[config.mk]
export PLATFORM = sky130hd
export DESIGN_NAME = vit_sched_ctrl_flat
export DESIGN_NICKNAME = d
export VERILOG_FILES = /design/src/rtl/lrpt_pkg.sv /design/src/rtl/vit_sched_ctrl_if.sv /design/src/rtl/soft_fifo.sv /design/src/rtl/vit_sched_ctrl.sv /design/src/flat_wrapper.sv
export SDC_FILE = /design/constraint.sdc
export NUM_CORES = 1
export LEC_CHECK = 0
export BUFFER_PORTS_ARGS = -buffer_cell sky130_fd_sc_hd__buf_2
export CAP_MARGIN = 20
export CORE_MARGIN = 2
export CORE_UTILIZATION = 55
export CTS_CLUSTER_DIAMETER = 50
export CTS_CLUSTER_SIZE = 16
export DETAILED_ROUTE_END_ITERATION = 7
export PLACE_DENSITY = 0.75
export RECOVER_POWER = 25
export SETUP_SLACK_MARGIN = 0.05
export SLEW_MARGIN = 25
export SYNTH_ARGS = -nofsm -noshare
export SYNTH_HDL_FRONTEND = slang
export SYNTH_SLANG_ARGS = --single-unit
[constraint.sdc]
create_clock -name clk -period 3.9 [get_ports clk]
set_input_delay 0.585 -clock clk [delete_from_list [all_inputs] [get_ports clk]]
set_output_delay 0.585 -clock clk [all_outputs]
set_load 0.05 [all_outputs]
[src/rtl/lrpt_pkg.sv]
// Shared types for the LRPT Viterbi front-end.
// Soft symbol type, scheduler states and frame constants.
package lrpt_pkg;

    typedef logic signed [7:0] soft_t;

    localparam soft_t SOFT_ZERO = 8'sh00;

    localparam int CADU_BITS = 8192;

    typedef enum logic [1:0] {
        IDLE,
        RUN,
        SLIP,
        FLUSH
    } vit_sched_state_t;

endpackage

[src/rtl/vit_sched_ctrl_if.sv]
// Signal bundle between demod, scheduler and Viterbi decoder.
// slave = scheduler side, master = surrounding system.
interface vit_sched_ctrl_if;
    import lrpt_pkg::*;

    soft_t sym_in;
    logic  sym_valid_in;
    logic  sym_ready_out;
    logic  slip_req;
    logic  flush_req;
    soft_t vit_soft_out;
    logic  vit_valid_out;
    logic  vit_ready_in;
    logic  vit_bit_in;
    logic  vit_bit_valid_in;
    logic  bit_out;
    logic  bit_valid_out;
    logic  frame_start_out;
    logic  pair_phase;
    logic  busy;
    logic  flushing;

    modport slave (
        input  sym_in, sym_valid_in, slip_req, flush_req,
        input  vit_ready_in, vit_bit_in, vit_bit_valid_in,
        output sym_ready_out, vit_soft_out, vit_valid_out,
        output bit_out, bit_valid_out, frame_start_out,
        output pair_phase, busy, flushing
    );

    modport master (
        output sym_in, sym_valid_in, slip_req, flush_req,
        output vit_ready_in, vit_bit_in, vit_bit_valid_in,
        input  sym_ready_out, vit_soft_out, vit_valid_out,
        input  bit_out, bit_valid_out, frame_start_out,
        input  pair_phase, busy, flushing
    );

endinterface

[src/rtl/soft_fifo.sv]
// Small synchronous skid FIFO of soft symbols.
// Head is read combinationally; pushes when full are dropped.
module soft_fifo
    import lrpt_pkg::*;
#(
    parameter int DEPTH = 4
) (
    input  logic                   clk,
    input  logic                   sys_rst,
    input  logic                   push,
    input  soft_t                  din,
    input  logic                   pop,
    output soft_t                  dout,
    output logic                   full,
    output logic                   empty,
    output logic [$clog2(DEPTH):0] count
);

    localparam int AW = $clog2(DEPTH);

    soft_t          mem [DEPTH];
    logic [AW-1:0]  wr_ptr;
    logic [AW-1:0]  rd_ptr;
    logic           do_push;
    logic           do_pop;

    assign do_push = push && !full;
    assign do_pop  = pop && !empty;
    assign full    = count == (AW+1)'(DEPTH);
    assign empty   = count == '0;
    assign dout    = mem[rd_ptr];

    always_ff @(posedge clk or posedge sys_rst) begin
        if (sys_rst) begin
            wr_ptr <= '0;
            rd_ptr <= '0;
            count  <= '0;
        end else begin
            if (do_push) wr_ptr <= wr_ptr + 1'b1;
            if (do_pop)  rd_ptr <= rd_ptr + 1'b1;
            if (do_push && !do_pop)
                count <= count + 1'b1;
            else if (do_pop && !do_push)
                count <= count - 1'b1;
        end
    end

    always_ff @(posedge clk) begin
        if (do_push) mem[wr_ptr] <= din;
    end

endmodule

[src/rtl/vit_sched_ctrl.sv]
// Feeds I/Q soft symbols into the Viterbi decoder, handles
// pair slips and trellis flush, and frames the decoded bits.
module vit_sched_ctrl
    import lrpt_pkg::*;
#(
    parameter int FIFO_DEPTH  = 4,
    parameter int FLUSH_PAIRS = 64,
    parameter int FRAME_BITS  = CADU_BITS
) (
    input  logic            clk,
    input  logic            sys_rst,
    vit_sched_ctrl_if.slave bus
);

    localparam int CW = $clog2(FIFO_DEPTH) + 1;
    localparam int ZW = $clog2(2 * FLUSH_PAIRS + 1);
    localparam int BW = $clog2(FRAME_BITS);

    localparam logic [ZW-1:0] Z_EVEN = ZW'(2 * FLUSH_PAIRS - 1);
    localparam logic [ZW-1:0] Z_ODD  = ZW'(2 * FLUSH_PAIRS);
    localparam logic [BW-1:0] B_LAST = BW'(FRAME_BITS - 1);

    vit_sched_state_t state, state_nx;

    soft_t          fifo_head;
    logic           fifo_full;
    logic           fifo_empty;
    logic [CW-1:0]  fifo_cnt;
    logic           push;
    logic           pop;
    logic           load;
    logic           load_zero;
    logic           z_start;
    logic           z_dec;
    logic           done;
    logic           can_load;
    logic           xfer;

    soft_t          soft_q;
    logic           valid_q;
    logic           phase_q;
    logic [ZW-1:0]  z_left;
    logic           z_init;

    logic [BW-1:0]  bit_cnt;
    logic [BW-1:0]  bit_idx;
    logic           bit_q;
    logic           bit_vld_q;
    logic           fs_q;

    assign bus.sym_ready_out = !sys_rst && !fifo_full
                               && state != FLUSH;
    assign push     = bus.sym_valid_in && bus.sym_ready_out;
    assign can_load = !valid_q || bus.vit_ready_in;
    assign xfer     = valid_q && bus.vit_ready_in;

    soft_fifo #(.DEPTH(FIFO_DEPTH)) u_fifo (
        .clk     (clk),
        .sys_rst (sys_rst),
        .push    (push),
        .din     (bus.sym_in),
        .pop     (pop),
        .dout    (fifo_head),
        .full    (fifo_full),
        .empty   (fifo_empty),
        .count   (fifo_cnt)
    );

    always_ff @(posedge clk or posedge sys_rst) begin
        if (sys_rst) state <= IDLE;
        else         state <= state_nx;
    end

    always_comb begin
        state_nx  = state;
        pop       = 1'b0;
        load      = 1'b0;
        load_zero = 1'b0;
        z_start   = 1'b0;
        z_dec     = 1'b0;
        done      = 1'b0;
        unique case (state)
            IDLE: begin
                if (fifo_cnt != '0) state_nx = RUN;
            end
            RUN: begin
                if (bus.flush_req) begin
                    state_nx = FLUSH;
                end else if (bus.slip_req) begin
                    state_nx = SLIP;
                end else if (!fifo_empty && can_load) begin
                    pop  = 1'b1;
                    load = 1'b1;
                end
            end
            SLIP: begin
                if (bus.flush_req) begin
                    state_nx = FLUSH;
                end else if (!fifo_empty) begin
                    pop      = 1'b1;
                    state_nx = RUN;
                end
            end
            FLUSH: begin
                // queued data first, then the zero tail
                if (!fifo_empty) begin
                    pop  = can_load;
                    load = can_load;
                end else if (!z_init) begin
                    load      = can_load;
                    load_zero = can_load;
                    z_start   = can_load;
                end else if (z_left != '0) begin
                    load      = can_load;
                    load_zero = can_load;
                    z_dec     = can_load;
                end else if (xfer) begin
                    done     = 1'b1;
                    state_nx = IDLE;
                end
            end
            default: state_nx = IDLE;
        endcase
    end

    always_ff @(posedge clk or posedge sys_rst) begin
        if (sys_rst) begin
            soft_q  <= SOFT_ZERO;
            valid_q <= 1'b0;
            phase_q <= 1'b0;
            z_left  <= '0;
            z_init  <= 1'b0;
        end else begin
            if (load) begin
                soft_q  <= load_zero ? SOFT_ZERO : fifo_head;
                valid_q <= 1'b1;
            end else if (can_load) begin
                valid_q <= 1'b0;
            end
            if (done)      phase_q <= 1'b0;
            else if (xfer) phase_q <= ~phase_q;
            // phase of the first zero decides the extra pad
            if (z_start) begin
                z_left <= (phase_q ^ valid_q) ? Z_ODD : Z_EVEN;
                z_init <= 1'b1;
            end else if (z_dec) begin
                z_left <= z_left - 1'b1;
            end
            if (done) z_init <= 1'b0;
        end
    end

    assign bit_idx = done ? '0 : bit_cnt;

    always_ff @(posedge clk or posedge sys_rst) begin
        if (sys_rst) begin
            bit_cnt   <= '0;
            bit_q     <= 1'b0;
            bit_vld_q <= 1'b0;
            fs_q      <= 1'b0;
        end else begin
            bit_q     <= bus.vit_bit_in;
            bit_vld_q <= bus.vit_bit_valid_in;
            fs_q      <= bus.vit_bit_valid_in
                         && bit_idx == '0;
            if (bus.vit_bit_valid_in)
                bit_cnt <= (bit_idx == B_LAST) ? '0
                           : bit_idx + 1'b1;
            else
                bit_cnt <= bit_idx;
        end
    end

    assign bus.vit_soft_out    = soft_q;
    assign bus.vit_valid_out   = valid_q;
    assign bus.pair_phase      = phase_q;
    assign bus.bit_out         = bit_q;
    assign bus.bit_valid_out   = bit_vld_q;
    assign bus.frame_start_out = fs_q;
    assign bus.busy            = state != IDLE;
    assign bus.flushing        = state == FLUSH;

endmodule
[src/flat_wrapper.sv]
// flat-port wrapper written by rule: the top's interface ports become plain ports
module vit_sched_ctrl_flat import lrpt_pkg::*;
#(
    parameter int FIFO_DEPTH  = 4,
    parameter int FLUSH_PAIRS = 64,
    parameter int FRAME_BITS  = CADU_BITS
)
  (clk, sys_rst, bus_sym_in, bus_sym_valid_in, bus_slip_req, bus_flush_req, bus_vit_ready_in, bus_vit_bit_in, bus_vit_bit_valid_in, bus_sym_ready_out, bus_vit_soft_out, bus_vit_valid_out, bus_bit_out, bus_bit_valid_out, bus_frame_start_out, bus_pair_phase, bus_busy, bus_flushing);
  vit_sched_ctrl_if bus_i ();
  input  logic clk;
  input  logic sys_rst;
  input wire logic [$bits(bus_i.sym_in)-1:0] bus_sym_in;
  input wire logic [$bits(bus_i.sym_valid_in)-1:0] bus_sym_valid_in;
  input wire logic [$bits(bus_i.slip_req)-1:0] bus_slip_req;
  input wire logic [$bits(bus_i.flush_req)-1:0] bus_flush_req;
  input wire logic [$bits(bus_i.vit_ready_in)-1:0] bus_vit_ready_in;
  input wire logic [$bits(bus_i.vit_bit_in)-1:0] bus_vit_bit_in;
  input wire logic [$bits(bus_i.vit_bit_valid_in)-1:0] bus_vit_bit_valid_in;
  output wire logic [$bits(bus_i.sym_ready_out)-1:0] bus_sym_ready_out;
  output wire logic [$bits(bus_i.vit_soft_out)-1:0] bus_vit_soft_out;
  output wire logic [$bits(bus_i.vit_valid_out)-1:0] bus_vit_valid_out;
  output wire logic [$bits(bus_i.bit_out)-1:0] bus_bit_out;
  output wire logic [$bits(bus_i.bit_valid_out)-1:0] bus_bit_valid_out;
  output wire logic [$bits(bus_i.frame_start_out)-1:0] bus_frame_start_out;
  output wire logic [$bits(bus_i.pair_phase)-1:0] bus_pair_phase;
  output wire logic [$bits(bus_i.busy)-1:0] bus_busy;
  output wire logic [$bits(bus_i.flushing)-1:0] bus_flushing;
  assign bus_i.sym_in = bus_sym_in;
  assign bus_i.sym_valid_in = bus_sym_valid_in;
  assign bus_i.slip_req = bus_slip_req;
  assign bus_i.flush_req = bus_flush_req;
  assign bus_i.vit_ready_in = bus_vit_ready_in;
  assign bus_i.vit_bit_in = bus_vit_bit_in;
  assign bus_i.vit_bit_valid_in = bus_vit_bit_valid_in;
  assign bus_sym_ready_out = bus_i.sym_ready_out;
  assign bus_vit_soft_out = bus_i.vit_soft_out;
  assign bus_vit_valid_out = bus_i.vit_valid_out;
  assign bus_bit_out = bus_i.bit_out;
  assign bus_bit_valid_out = bus_i.bit_valid_out;
  assign bus_frame_start_out = bus_i.frame_start_out;
  assign bus_pair_phase = bus_i.pair_phase;
  assign bus_busy = bus_i.busy;
  assign bus_flushing = bus_i.flushing;
  vit_sched_ctrl #(.FIFO_DEPTH(FIFO_DEPTH), .FLUSH_PAIRS(FLUSH_PAIRS), .FRAME_BITS(FRAME_BITS)) u_core (.clk(clk), .sys_rst(sys_rst), .bus(bus_i));
endmodule
# [Yosys cells after proc, flatten, opt, wreduce, memory -nomap -nowiden]
# Memories as Yosys holds them, arrays and structs flattened.
# Index checks and enable logic that the tools add are counted.
# W data, S select, Z words.
[word_totals] register_bits=44 mem_bits_rw=32 inputBits=16 word_cells=115 memories=1
[classes] addsub=6 eq_ne=13 mux=51 n_bitwise=2 n_reduce_logical=29
[memory_table] memory="u_core.u_fifo.mem" words=4 width=8 read_ports=1 rd_clocked_by_memory_dff=0 write_ports=1 line="soft_fifo.sv:21" text="soft_t mem [DEPTH];"
[ops] op="$mux W13" n=3
[ops] op="$mux W8" n=4
[ops] op="$mux W1" n=30
[ops] op="$mux W2" n=9
[ops] op="$add A13 B1 Y13 const B" n=1
[ops] op="$eq A13 B13 Y1 const B" n=1
[ops] op="$logic_not A13 Y1" n=1
[ops] op="$reduce_bool A2 Y1" n=6
[ops] op="$logic_and A1 B1 Y1" n=10
[ops] op="$ne A2 B1 Y1 const B" n=4
[ops] op="$pmux W2 S4" n=1
[ops] op="$reduce_bool A8 Y1" n=1
[ops] op="$sub A8 B1 Y8 const B" n=1
[ops] op="$reduce_and A7 Y1" n=1
[ops] op="$logic_not A1 Y1" n=6
[ops] op="$mux W3" n=2
[ops] op="$ne A3 B3 Y1 const B" n=2
[ops] op="$add A2 B1 Y2 const B" n=2
[ops] op="$eq A2 B2 Y1 const B" n=2
[ops] op="$ne A2 B2 Y1 const B" n=2
[ops] op="$add A3 B1 Y3 const B" n=1
[ops] op="$eq A3 B3 Y1 const B" n=1
[ops] op="$logic_not A3 Y1" n=1
[ops] op="$pmux W1 S3" n=1
[ops] op="8 further kinds" n=8

# [Longest topological paths before layout]
# Gate-level depths: netlist (run 1).
[depth] word_depth=11 ltp_mapped=12 mapped_depth_nobuf=11

# [Cells and area by module]
# A second synthesis (run 1) with hierarchy kept.
[hier_totals] hier_cells=297 area_unflattened_um2=3711.1
[by_module_without_submodules] module="vit_sched_ctrl" instances=1 cells_each=219 area_per_inst_um2=2118.3
[by_module_without_submodules] module="soft_fifo" instances=1 cells_each=78 area_per_inst_um2=1592.8

# [Worst setup path before layout (run 1)]
# Ideal clock, no wire load.
[synth_timing] kind="register -> register" start="register u_core.state[0]" end="register u_core.u_fifo.count[2]" setup_ns=0.079 arrival_time_ns=3.317 required_ns=3.821 slack_ns=0.504 path_stages_with_launch=10 n_path_buf=1 path_cell_list="dfrtp_1 > clkbuf_1 > a221oi_1 > and2_0 > ha_1 > inv_1 > fa_1 > xor2_1 > nor2_1 > xor2_1"
[synth_between] elab_chain_cells=7 elab_cells_between_ends=15
[synth_lines] element="start: declaration" line="vit_sched_ctrl.sv:23" text="vit_sched_state_t state, state_nx;"
[synth_lines] element="start signal: assignment" line="vit_sched_ctrl.sv:71" text="else state <= state_nx;"
[synth_lines] element="$ne A2 B2 Y1 (*)" line="vit_sched_ctrl.sv:52" text="&& state != FLUSH;"
[synth_lines] element="$logic_and A1 B1 Y1 (*)" line="vit_sched_ctrl.sv:52"
[synth_lines] element="named net bus_sym_ready_out" line="flat_wrapper.sv:19" text="output wire logic [$bits(bus_i.sym_ready_out)-1:0] bus_sym_ready_out;"
[synth_lines] element="$logic_and A1 B1 Y1 (*)" line="vit_sched_ctrl.sv:53" text="assign push = bus.sym_valid_in && bus.sym_ready_out;"
[synth_lines] element="$logic_and A1 B1 Y1 (*)" line="soft_fifo.sv:27" text="assign do_push = push && !full;"
[synth_lines] element="named net u_core.u_fifo.do_push" line="soft_fifo.sv:24" text="logic do_push;"
[synth_lines] element="$logic_not A1 Y1" line="soft_fifo.sv:43" text="else if (do_pop && !do_push)"
[synth_lines] element="$logic_and A1 B1 Y1" line="soft_fifo.sv:43"
[synth_lines] element="$reduce_bool A2 Y1 (no source line)"
[synth_lines] element="end signal: assignment" line="soft_fifo.sv:42" text="count <= count + 1'b1;"
[synth_lines] element="end signal: assignment" line="soft_fifo.sv:44" text="count <= count - 1'b1;"
[synth_lines] element="end: declaration" line="soft_fifo.sv:16" text="output logic [$clog2(DEPTH):0] count"
# Mark *: on every way through the listed nets, which the timed path passes. The rest lies on a longest branch.
# A chain may end at the register's enable or synchronous reset.

# [Worst setup path after layout (run 1)]
[layout_timing] start="register u_core.z_left[0]" end="register u_core.bit_cnt[11]"
[layout_between] elab_chain_cells=9 elab_cells_between_ends=10
[layout_lines] element="start: declaration" line="vit_sched_ctrl.sv:42" text="logic [ZW-1:0] z_left;"
[layout_lines] element="start signal: assignment" line="vit_sched_ctrl.sv:144" text="z_left <= (phase_q ^ valid_q) ? Z_ODD : Z_EVEN;"
[layout_lines] element="start signal: assignment" line="vit_sched_ctrl.sv:147" text="z_left <= z_left - 1'b1;"
[layout_lines] element="$reduce_bool A8 Y1 (*)" line="vit_sched_ctrl.sv:113" text="end else if (z_left != '0) begin"
[layout_lines] element="$mux W1 (*)" line="vit_sched_ctrl.sv:113"
[layout_lines] element="$mux W1 (*)" line="vit_sched_ctrl.sv:109" text="end else if (!z_init) begin"
[layout_lines] element="$mux W1 (*)" line="vit_sched_ctrl.sv:106" text="if (!fifo_empty) begin"
[layout_lines] element="$mux W1 (*)" line="vit_sched_ctrl.sv:82" text="unique case (state)"
[layout_lines] element="$mux W13 (*)" line="vit_sched_ctrl.sv:153" text="assign bit_idx = done ? '0 : bit_cnt;"
[layout_lines] element="$add A13 B1 Y13 / $eq A13 B13 Y1 (equally long branches)" line="vit_sched_ctrl.sv:168, vit_sched_ctrl.sv:167"
[layout_lines] element="$mux W13" line="vit_sched_ctrl.sv:167" text="bit_cnt <= (bit_idx == B_LAST) ? '0"
[layout_lines] element="$mux W13 (*)" line="vit_sched_ctrl.sv:166" text="if (bus.vit_bit_valid_in)"
[layout_lines] element="end signal: assignment" line="vit_sched_ctrl.sv:167"
[layout_lines] element="end signal: assignment" line="vit_sched_ctrl.sv:170" text="bit_cnt <= bit_idx;"
[layout_lines] element="end: declaration" line="vit_sched_ctrl.sv:45" text="logic [BW-1:0] bit_cnt;"
# Every way passes the cells marked *; elsewhere a longest branch is shown, timed or not.

==> results of run 1 <==
==> worst max-delay path: stages, from the launching register on <==
cell and delay, ns:
dfrtp_1 0.41, inv_1 0.09, ha_1 0.23, nor4b_2 0.37
and4_1 0.25, buf_4 0.21, nand2b_1 0.18, inv_1 0.06
ha_1 0.23, and3_1 0.22, a311o_1 0.36, a21oi_1 0.14
==> power groups by stage <==
stage / clock, mW / sequential, mW / combinational (mW)
floorplan: 0 / 1.30 / 0.518
global placement: 0 / 1.19 / 0.780
detailed placement: 0 / 1.19 / 0.803
CTS: 0.661 / 1.18 / 0.807
global route: 0.695 / 1.20 / 0.866
finish: 0.652 / 1.18 / 0.797
==> final cells by class <==
class / instances / area [um2] / share of cell area [%]
flip-flops and latches: 76 / 2060 / 52.4
clock buffers: 10 / 128 / 3.24
multi-input cells: 175 / 1350 / 34.3
clock inverters: 6 / 87.6 / 2.23
inverters: 14 / 52.6 / 1.34
well taps: 77 / 96.3 / 2.45
repair buffers: 33 / 158 / 4.01
==> flip-flops by register name, indices dropped and copies added (netlist names) <==
name,flops
u_core.bus.bit_valid_out,1
u_core.u_fifo.rd_ptr,2
u_core.z_init,1
u_core.bus.vit_soft_out,8
u_core.z_left,8
u_core.state,2
u_core.bus.vit_valid_out,1
u_core.bus.bit_out,1
u_core.bus.frame_start_out,1
u_core.bus.pair_phase,1
u_core.u_fifo.count,3
u_core.u_fifo.wr_ptr,2
u_core.u_fifo.mem,32
u_core.bit_cnt,13
==> cells by family after synthesis <==
kind of cell               share of synthesized area, %
and+or+nand+nor                                    14.6
buffers and inverters                              3.36
muxes                                              8.93
xor gates and xnor gates                           4.46
adders and majority gates                          3.40
DFF                                                58.4
AOI/OAI and AO/OA                                  6.84
==> layer usage <==
| metal | track usage (%) | part of all wire (%) | vias to the layer above |
|---|---|---|---|
| li1 | - | - | 1084 |
| met1 | 28.5 | 46 | 1111 |
| met2 | 28.4 | 47 | 64 |
| met3 | 3.83 | 4.9 | 11 |
| met4 | 10.1 | 2.2 | 0 |
| met5 | 0 | 0 | - |
==> layout by cell type, fill, tap and decap left out, types with 3 or more instances in the layout <==
| cell | Yosys | routed |
|---|---|---|
| dfrtp_1 | 44 | 44 |
| ha_1 | 8 | 8 |
| a22o_1 | 4 | 4 |
| o211ai_1 | 5 | 5 |
| nor2_1 | 30 | 30 |
| and3_1 | 5 | 5 |
| mux2i_1 | 9 | 9 |
| clkbuf_8 | 0 | 9 |
| mux4_2 | 8 | 8 |
| and4_1 | 3 | 3 |
| inv_1 | 14 | 14 |
| a221oi_1 | 3 | 3 |
| nand2_1 | 10 | 10 |
| nand2b_1 | 4 | 4 |
| nand3_1 | 7 | 7 |
| xnor2_1 | 9 | 9 |
| nand4_1 | 5 | 5 |
| clkbuf_1 | 4 | 11 |
| buf_2 | 2 | 21 |
| a21oi_1 | 3 | 3 |
| nor2b_1 | 3 | 3 |
| edfxtp_1 | 32 | 32 |
| xor2_1 | 9 | 9 |
| nor4_1 | 7 | 7 |
| o21ai_0 | 8 | 8 |
| nor3_1 | 5 | 5 |
==> per-stage QoR <==
stage	setup slack, ns	instance area, um2	instances	hold slack, ns	util, %
floorplan	0.504	3530	275	0.496	-
global route	0.870	3940	391	0.323	62.7
global placement	1.23	3730	375	0.509	59.5
finish	1.08	3940	391	0.339	62.7
CTS	1.07	3950	391	0.325	62.9
detailed placement	1.07	3730	375	0.524	59.5
==> worst paths after layout <==
| kind | end | slack (ns) |
|---|---|---|
| max | u_core.bit_cnt[11]$_DFF_PP0_ | 1.08 |
| min | u_core.bus.bit_out$_DFF_PP0_ | 0.34 |
| max reg2reg | u_core.bit_cnt[11]$_DFF_PP0_ | 1.08 |
| min reg2reg | u_core.bus.vit_soft_out[4]$_DFFE_PP0P_ | 0.53 |
| max in group asynchronous | u_core.u_fifo.rd_ptr[0]$_DFFE_PP0P_ | 2.25 |
| min in group asynchronous | u_core.bit_cnt[0]$_DFF_PP0_ | 0.71 |
==> metrics.cfg, run 1 <==
[clocking]
worst_skew_pair.late_latency_ns = 0.35
cts_root_buffer = clkbuf_8
cts-htree-levels = 3
cts_tree = yes
path_clk_slew_ns = 0.07
hold_buffers = 0
cts_sinks = 76
cts_resized = 0
clockBufferDepth = 2
cts_buffers = 9
postCtsSetupRepairBufs = 0

[global_route]
grt_pass1_vias = 2205
grt_max_degree = 45
grt_usage_pct = 19.6
grt_first_pass_wirelength_um = 10800
antenna_found_initial = 0
gr-total-overflow = 0

[hold_path]
min_from = bus_vit_bit_in
min_path_type = primary input to flop
min_path_cells = 1

[pwr]
power_density_nw_per_um2 = 667
internal-power_mw = 1.66
swShare_pct = 36.6
clock_power_share_pct = 24.8
pwr-share-comb_pct = 30.4
seq_power_share_pct = 44.8
power.leakage_nw = 1.59
power_switching_mw = 0.960
power_mw = 2.62
peakVddDrop_mv = 0.365

[logic_synthesis]
synth_top_area_cell = dfrtp_1
netlist_instances = 275
ys_seq_area_share_pct = 58.4
synth-seq-cells = 76
synth_common_cells = 44 x dfrtp_1, 32 x edfxtp_1, 30 x nor2_1
synth_ff_type = dfrtp_1
yosysTopAreaCellShare_pct = 31.2
synth_edf_count = 32
synth.distinct_cells = 55
syn_area_um2 = 3530
synth_nets = 300
synth.most_common_cell = dfrtp_1
synth-warning-count = 0
synth_area_leaders = dfrtp_1 31%, edfxtp_1 27%, mux4_2 5.1%, nor2_1 3.2%, ha_1 2.8%
ys_async_sr_fraction_pct = 57.9
syn_avg_cell_area_um2 = 12.8

[sta]
report.final.hold_viol_count = 0
maxSlewViolCount = 45
setup_tns_ns = 0
setup_viol = 0
skew_ns = 0.0101
worst_pin_slew_ns = 1.59
min_period_over_period_pct = 72.3
relSlewSlack_pct = -6.19
rsz0062_at_grt = false
fmax_ghz = 0.355
finalCriticalPeriod_ns = 2.82

[final_layout]
drive_gt1_share_pct = 16.6
n_fill_cell = 515
final_nets = 334
diodes = 0
areaGrowthSynthToFinish_pct = 11.4

[outcome]
outcome = complete, but fails checks
violations = capacitance limit, slew limit

[die]
die_area_um2 = 7080
coreArea_um2 = 6280
fp.dieW_um = 84.1
rows = 29
ioPinCount = 32
start_util_pct = 56.3
die_height_um = 84.1

[setup_path]
worstPathArrival_ns = 3.09
ff2ff_path_depth = 11
required_ns = 4.17
timing.rr.start = u_core.z_left[0]$_DFFE_PP0P_
end_kind = flop
cp-startpoint = u_core.z_left[0]$_DFFE_PP0P_
crit_fanout = 18
criticalPathCategory = flop to flop
start_kind = flop

[place]
dpl.hpwl_um = 4440
io_buffers = 31
routabilityCongestion = 0.799

[routing]
vias_per_cell = 5.81
avgRoutedWirePerCell_um = 16.5
drc = 0
dr.pass1.iters = 4
wl_um = 6430
ant_nets = 0
drt-initial-drc-count = 174
num_vias = 2270

[run]
drv_cap = 1

Note: power is estimated with default switching activity, not from simulation.
==> inputs of run 2 (changes only) <==
==> constraint.sdc (replaced) <==
create_clock -name clk -period 2.65 [get_ports clk]
set_input_delay 0.3975 -clock clk [delete_from_list [all_inputs] [get_ports clk]]
set_output_delay 0.3975 -clock clk [all_outputs]
set_load 0.05 [all_outputs]
==> metrics.cfg, run 2 (synthesized netlist as in run 1, its figures left out) <==
[sta]
report.final.hold_viol_count = 0
holdWs_ns = 0.0714
maxSlewViolCount = 0
fmax_ghz = 0.407
worst_pin_slew_ns = 0.554
finalCriticalPeriod_ns = 2.46
relSlewSlack_pct = 62.8
min_period_over_period_pct = 92.8
skew_ns = 0.0120
setup_viol = 0
rsz0062_at_grt = false
setup_slack_ns = 0.190
setup_tns_ns = 0

[setup_path]
required_ns = 2.93
ff2ff_path_depth = 10
crit_chain = inv_1 -> ha_4 -> nor4b_4 -> and4_4 -> nand2b_4 -> inv_1 -> ha_1 -> and3_1 -> a311o_1 -> a21oi_1
slowest_stage = dfrtp_1
reg2reg_slack_ns = 0.19
worstPathArrival_ns = 2.74
end_kind = flop
critPathBufInv = 2
rr_endpoint = u_core.bit_cnt[11]$_DFF_PP0_
cp_common_cell = inv_1
crit_fanout = 5
crit_family = simple AND/OR/NAND/NOR gates
timing.rr.start = u_core.z_left[0]$_DFFE_PP0P_
max_stage_delay_ns = 0.42
criticalPathCategory = flop to flop
start_kind = flop

[routing]
dr.pass1.iters = 4
vias_per_cell = 5.71
ant_nets = 0
num_vias = 2265
avgRoutedWirePerCell_um = 16.5
drc = 0
drt-initial-drc-count = 216
wl_um = 6550

[clocking]
cts-htree-levels = 3
clockBufferDepth = 2
cts_buffers = 9
cts_root_buffer = clkbuf_8
cts_tree = yes
worst_skew_pair.late_latency_ns = 0.35
path_clk_slew_ns = 0.08
hold_buffers = 0
cts_sinks = 76

[place]
dpl.hpwl_um = 4570
io_buffers = 31
routabilityCongestion = 0.865
place_ws_ns = 0.0584

[die]
start_util_pct = 56.3
die_area_um2 = 7080
fp.dieW_um = 84.1
ioPinCount = 32
die_height_um = 84.1
coreArea_um2 = 6280
rows = 29

[pwr]
power_density_nw_per_um2 = 979
power.leakage_nw = 1.63
peakVddDrop_mv = 0.529

[final_layout]
largest_register_ffs = 32
drive_gt1_share_pct = 20.3
final_common_cell = dfrtp_1
areaGrowthSynthToFinish_pct = 14.5
top_register = u_core.u_fifo.mem
layout_common_cells = 44 x dfrtp_1, 32 x edfxtp_1, 30 x nor2_1, 22 x buf_2, 13 x inv_1
diodes = 0
top_regs = u_core.u_fifo.mem (32), u_core.bit_cnt (13)
final_nets = 340

[run]
drv_cap = 0

[outcome]
outcome = finished, final reports clean

[hold_path]
min_path_type = primary input to async pin

[global_route]
grt_max_degree = 31
gr-total-overflow = 0
grt_first_pass_wirelength_um = 11100
grt_pass1_vias = 2280
antenna_found_initial = 0
grt_usage_pct = 20.4

-- run 2: cell types whose count changed in the layout (fill, tap and decap cells not counted), sizes merged --
cell	delta
buf	+7
clkinv	+1
clkinvlp	-1
inv	-1
-- run 2: power breakdown --
part	total (mW)	switching, mW	internal, mW
logic	1.26	0.725	0.534
clock network	0.963	0.427	0.536
registers	1.73	0.295	1.44
total	3.96	1.45	2.51
-- run 2: worst max path at each step --
stage                                 start                            endpoint  slack, ns  depth (start not counted)
2_1_floorplan   u_core.state[0]$_DFFE_PP0P_  u_core.u_fifo.count[2]$_DFFE_PP0P_       0.08                          9
4_1_cts        u_core.z_left[0]$_DFFE_PP0P_        u_core.bit_cnt[11]$_DFF_PP0_       0.09                         10
3_3_place_gp   u_core.z_left[0]$_DFFE_PP0P_        u_core.bit_cnt[11]$_DFF_PP0_       0.13                         10
3_5_place_dp   u_core.z_left[0]$_DFFE_PP0P_        u_core.bit_cnt[11]$_DFF_PP0_       0.06                         10
5_1_grt        u_core.z_left[0]$_DFFE_PP0P_        u_core.bit_cnt[11]$_DFF_PP0_       0.01                         10
6_report       u_core.z_left[0]$_DFFE_PP0P_        u_core.bit_cnt[11]$_DFF_PP0_       0.19                         10
-- run 2: metrics by stage --
step                      instance area (um2)  instances  total power [mW]  util, %
after floorplan                          3550        275              2.68        -
after global placement                   3790        380              2.92     60.3
after detailed placement                 3790        380              2.97     60.3
after CTS                                4010        396              3.94     63.9
after global routing                     4040        397              4.20     64.4
final                                    4040        397              3.96     64.4
-- run 2: layout make-up --
cell class,count,area [um2]
sequential,76,2060
fill,469,2230
clock inverter,5,85.1
tap,77,96.3
multi-input combinational,175,1410
timing repair buffer,39,204
clock buffer,11,131
inverter,14,52.6
-- run 2: repair_timing --
item / CTS / global route
setup endpoints to repair: 1 / 11
resized for setup: 1 / 8
gates cloned: 0 / 0
pin swaps: 0 / 1
buffers inserted: 0 / 1
-- run 2: layer usage --
metal / part of all wire, % / track usage, % / vias up / wire length [um]
met2: 49 / 31.7 / 38 / 3190
met4: 1.8 / 8.06 / 0 / 119
li1: - / - / 1098 / -
met1: 46 / 28.2 / 1117 / 3040
met5: 0 / 0 / - / 0
met3: 3.1 / 4.42 / 12 / 203
==> inputs of run 3 (changes only) <==
--- a/config.mk
+++ b/config.mk
@@ -7,12 +7,14 @@
 export LEC_CHECK = 0
 export BUFFER_PORTS_ARGS = -buffer_cell sky130_fd_sc_hd__buf_2
 export CAP_MARGIN = 20
+export CELL_PAD_IN_SITES_DETAIL_PLACEMENT = 1
+export CELL_PAD_IN_SITES_GLOBAL_PLACEMENT = 1
 export CORE_MARGIN = 2
-export CORE_UTILIZATION = 55
+export CORE_UTILIZATION = 48
 export CTS_CLUSTER_DIAMETER = 50
 export CTS_CLUSTER_SIZE = 16
 export DETAILED_ROUTE_END_ITERATION = 7
-export PLACE_DENSITY = 0.75
+export PLACE_DENSITY_LB_ADDON = 0.1
 export RECOVER_POWER = 25
 export SETUP_SLACK_MARGIN = 0.05
 export SLEW_MARGIN = 25
==> metrics.cfg, run 3 (synthesized netlist as in run 1, its figures left out) <==
[routing]
num_vias = 2310
drc = 0
ant_nets = 0
drt-initial-drc-count = 85
dr.pass1.iters = 4
wl_um = 7250
avgRoutedWirePerCell_um = 17.3
vias_per_cell = 5.50

[die]
coreArea_um2 = 7180
die_height_um = 89.8
die_area_um2 = 8060
start_util_pct = 49.2
fp.dieW_um = 89.8
rows = 31
ioPinCount = 32

[clocking]
path_clk_slew_ns = 0.08
cts-htree-levels = 3
clockBufferDepth = 2
cts_root_buffer = clkbuf_8
worst_skew_pair.late_latency_ns = 0.35
cts_buffers = 9
postCtsSetupRepairBufs = 0
cts_sinks = 76
cts_tree = yes

[sta]
skew_ns = 0.0110
relSlewSlack_pct = -34.1
fmax_ghz = 0.404
min_period_over_period_pct = 93.5
maxSlewViolCount = 45
holdWs_ns = 0.160
finalCriticalPeriod_ns = 2.48
worst_pin_slew_ns = 2.00
setup_slack_ns = 0.173
report.final.hold_viol_count = 0
setup_tns_ns = 0
rsz0062_at_grt = true
setup_viol = 0

[setup_path]
crit_family = simple AND/OR/NAND/NOR gates
crit_chain = inv_1 -> ha_2 -> nor4b_4 -> and4_4 -> nand2b_1 -> inv_1 -> ha_1 -> and3_1 -> a311o_1 -> a21oi_1
max_stage_delay_ns = 0.41
crit_fanout = 5
required_ns = 2.93
slowest_stage = dfrtp_1
criticalPathCategory = flop to flop
critPathBufInv = 2
cp_common_cell = inv_1
start_kind = flop
worstPathArrival_ns = 2.75
end_kind = flop

[final_layout]
fin_cells = 420
utilization_pct = 55.9
diodes = 0
largest_register_ffs = 32
top_register = u_core.u_fifo.mem
final_common_cell = dfrtp_1
final_cell_area_um2 = 4010
areaGrowthSynthToFinish_pct = 13.5
top_regs = u_core.u_fifo.mem (32), u_core.bit_cnt (13)
final_nets = 341
layout_common_cells = 44 x dfrtp_1, 32 x edfxtp_1, 30 x nor2_1, 21 x buf_2, 13 x inv_1
drive_gt1_share_pct = 19.9

[place]
routabilityCongestion = 0.840
place_ws_ns = 0.138
placed_area_um2 = 3830
dp.cells = 404
dpl.hpwl_um = 5070
io_buffers = 31

[global_route]
grt_first_pass_wirelength_um = 12500
antenna_found_initial = 0
grt_pass1_vias = 2430
grt_usage_pct = 20.0
gr-total-overflow = 0
grt_max_degree = 45

[pwr]
power.leakage_nw = 1.60
power_mw = 3.78
peakVddDrop_mv = 0.614
power_density_nw_per_um2 = 943

[run]
drv_cap = 1

[outcome]
violations = capacitance limit, slew limit
outcome = complete, but fails checks

[hold_path]
min_path_type = primary input to flop

-- run 3: worst paths after layout --
kind	from	endpoint	slack [ns]	depth (start not counted)
min in group asynchronous	sys_rst	u_core.u_fifo.count[1]$_DFFE_PP0P_	0.62	2
setup / recovery	u_core.z_left[0]$_DFFE_PP0P_	u_core.bit_cnt[11]$_DFF_PP0_	0.17	10
max in group asynchronous	sys_rst	u_core.bit_cnt[2]$_DFF_PP0_	1.13	2
hold reg to reg	u_core.bus.vit_soft_out[0]$_DFFE_PP0P_	u_core.bus.vit_soft_out[0]$_DFFE_PP0P_	0.53	2
setup reg to reg	u_core.z_left[0]$_DFFE_PP0P_	u_core.bit_cnt[11]$_DFF_PP0_	0.17	10
hold / removal	bus_vit_bit_in	u_core.bus.bit_out$_DFF_PP0_	0.16	1
-- run 3: area by class of cell --
cell class | instances | area (um2)
Inverter | 14 | 53.8
Tap cell | 99 | 124
Fill cell | 774 | 3170
Sequential cell | 76 | 2060
Timing Repair Buffer | 40 | 210
Clock inverter | 6 | 48.8
Multi-Input combinational cell | 175 | 1380
Clock buffer | 10 | 128
-- run 3: timing repair --
item,in CTS,in global routing
endpoints found under the hold margin,0,0
endpoints found under the setup margin,0,7
resized for setup,0,4
hold buffers,0,0
-- run 3: power breakdown --
part	internal [mW]	total [mW]	switching [mW]	leakage, nW
logic	0.522	1.26	0.736	0.716
clock network	0.346	0.787	0.441	0.0791
registers	1.44	1.73	0.296	0.810
total	2.31	3.78	1.47	1.60
-- run 3: per-layer routing --
metal  vias up  track usage, %  share of wire, %
met1      1169            25.8                44
li1       1093               -                 -
met2        36            33.4                50
met3        12            4.69               3.6
met4         0            6.92               1.6
met5         -               0                 0
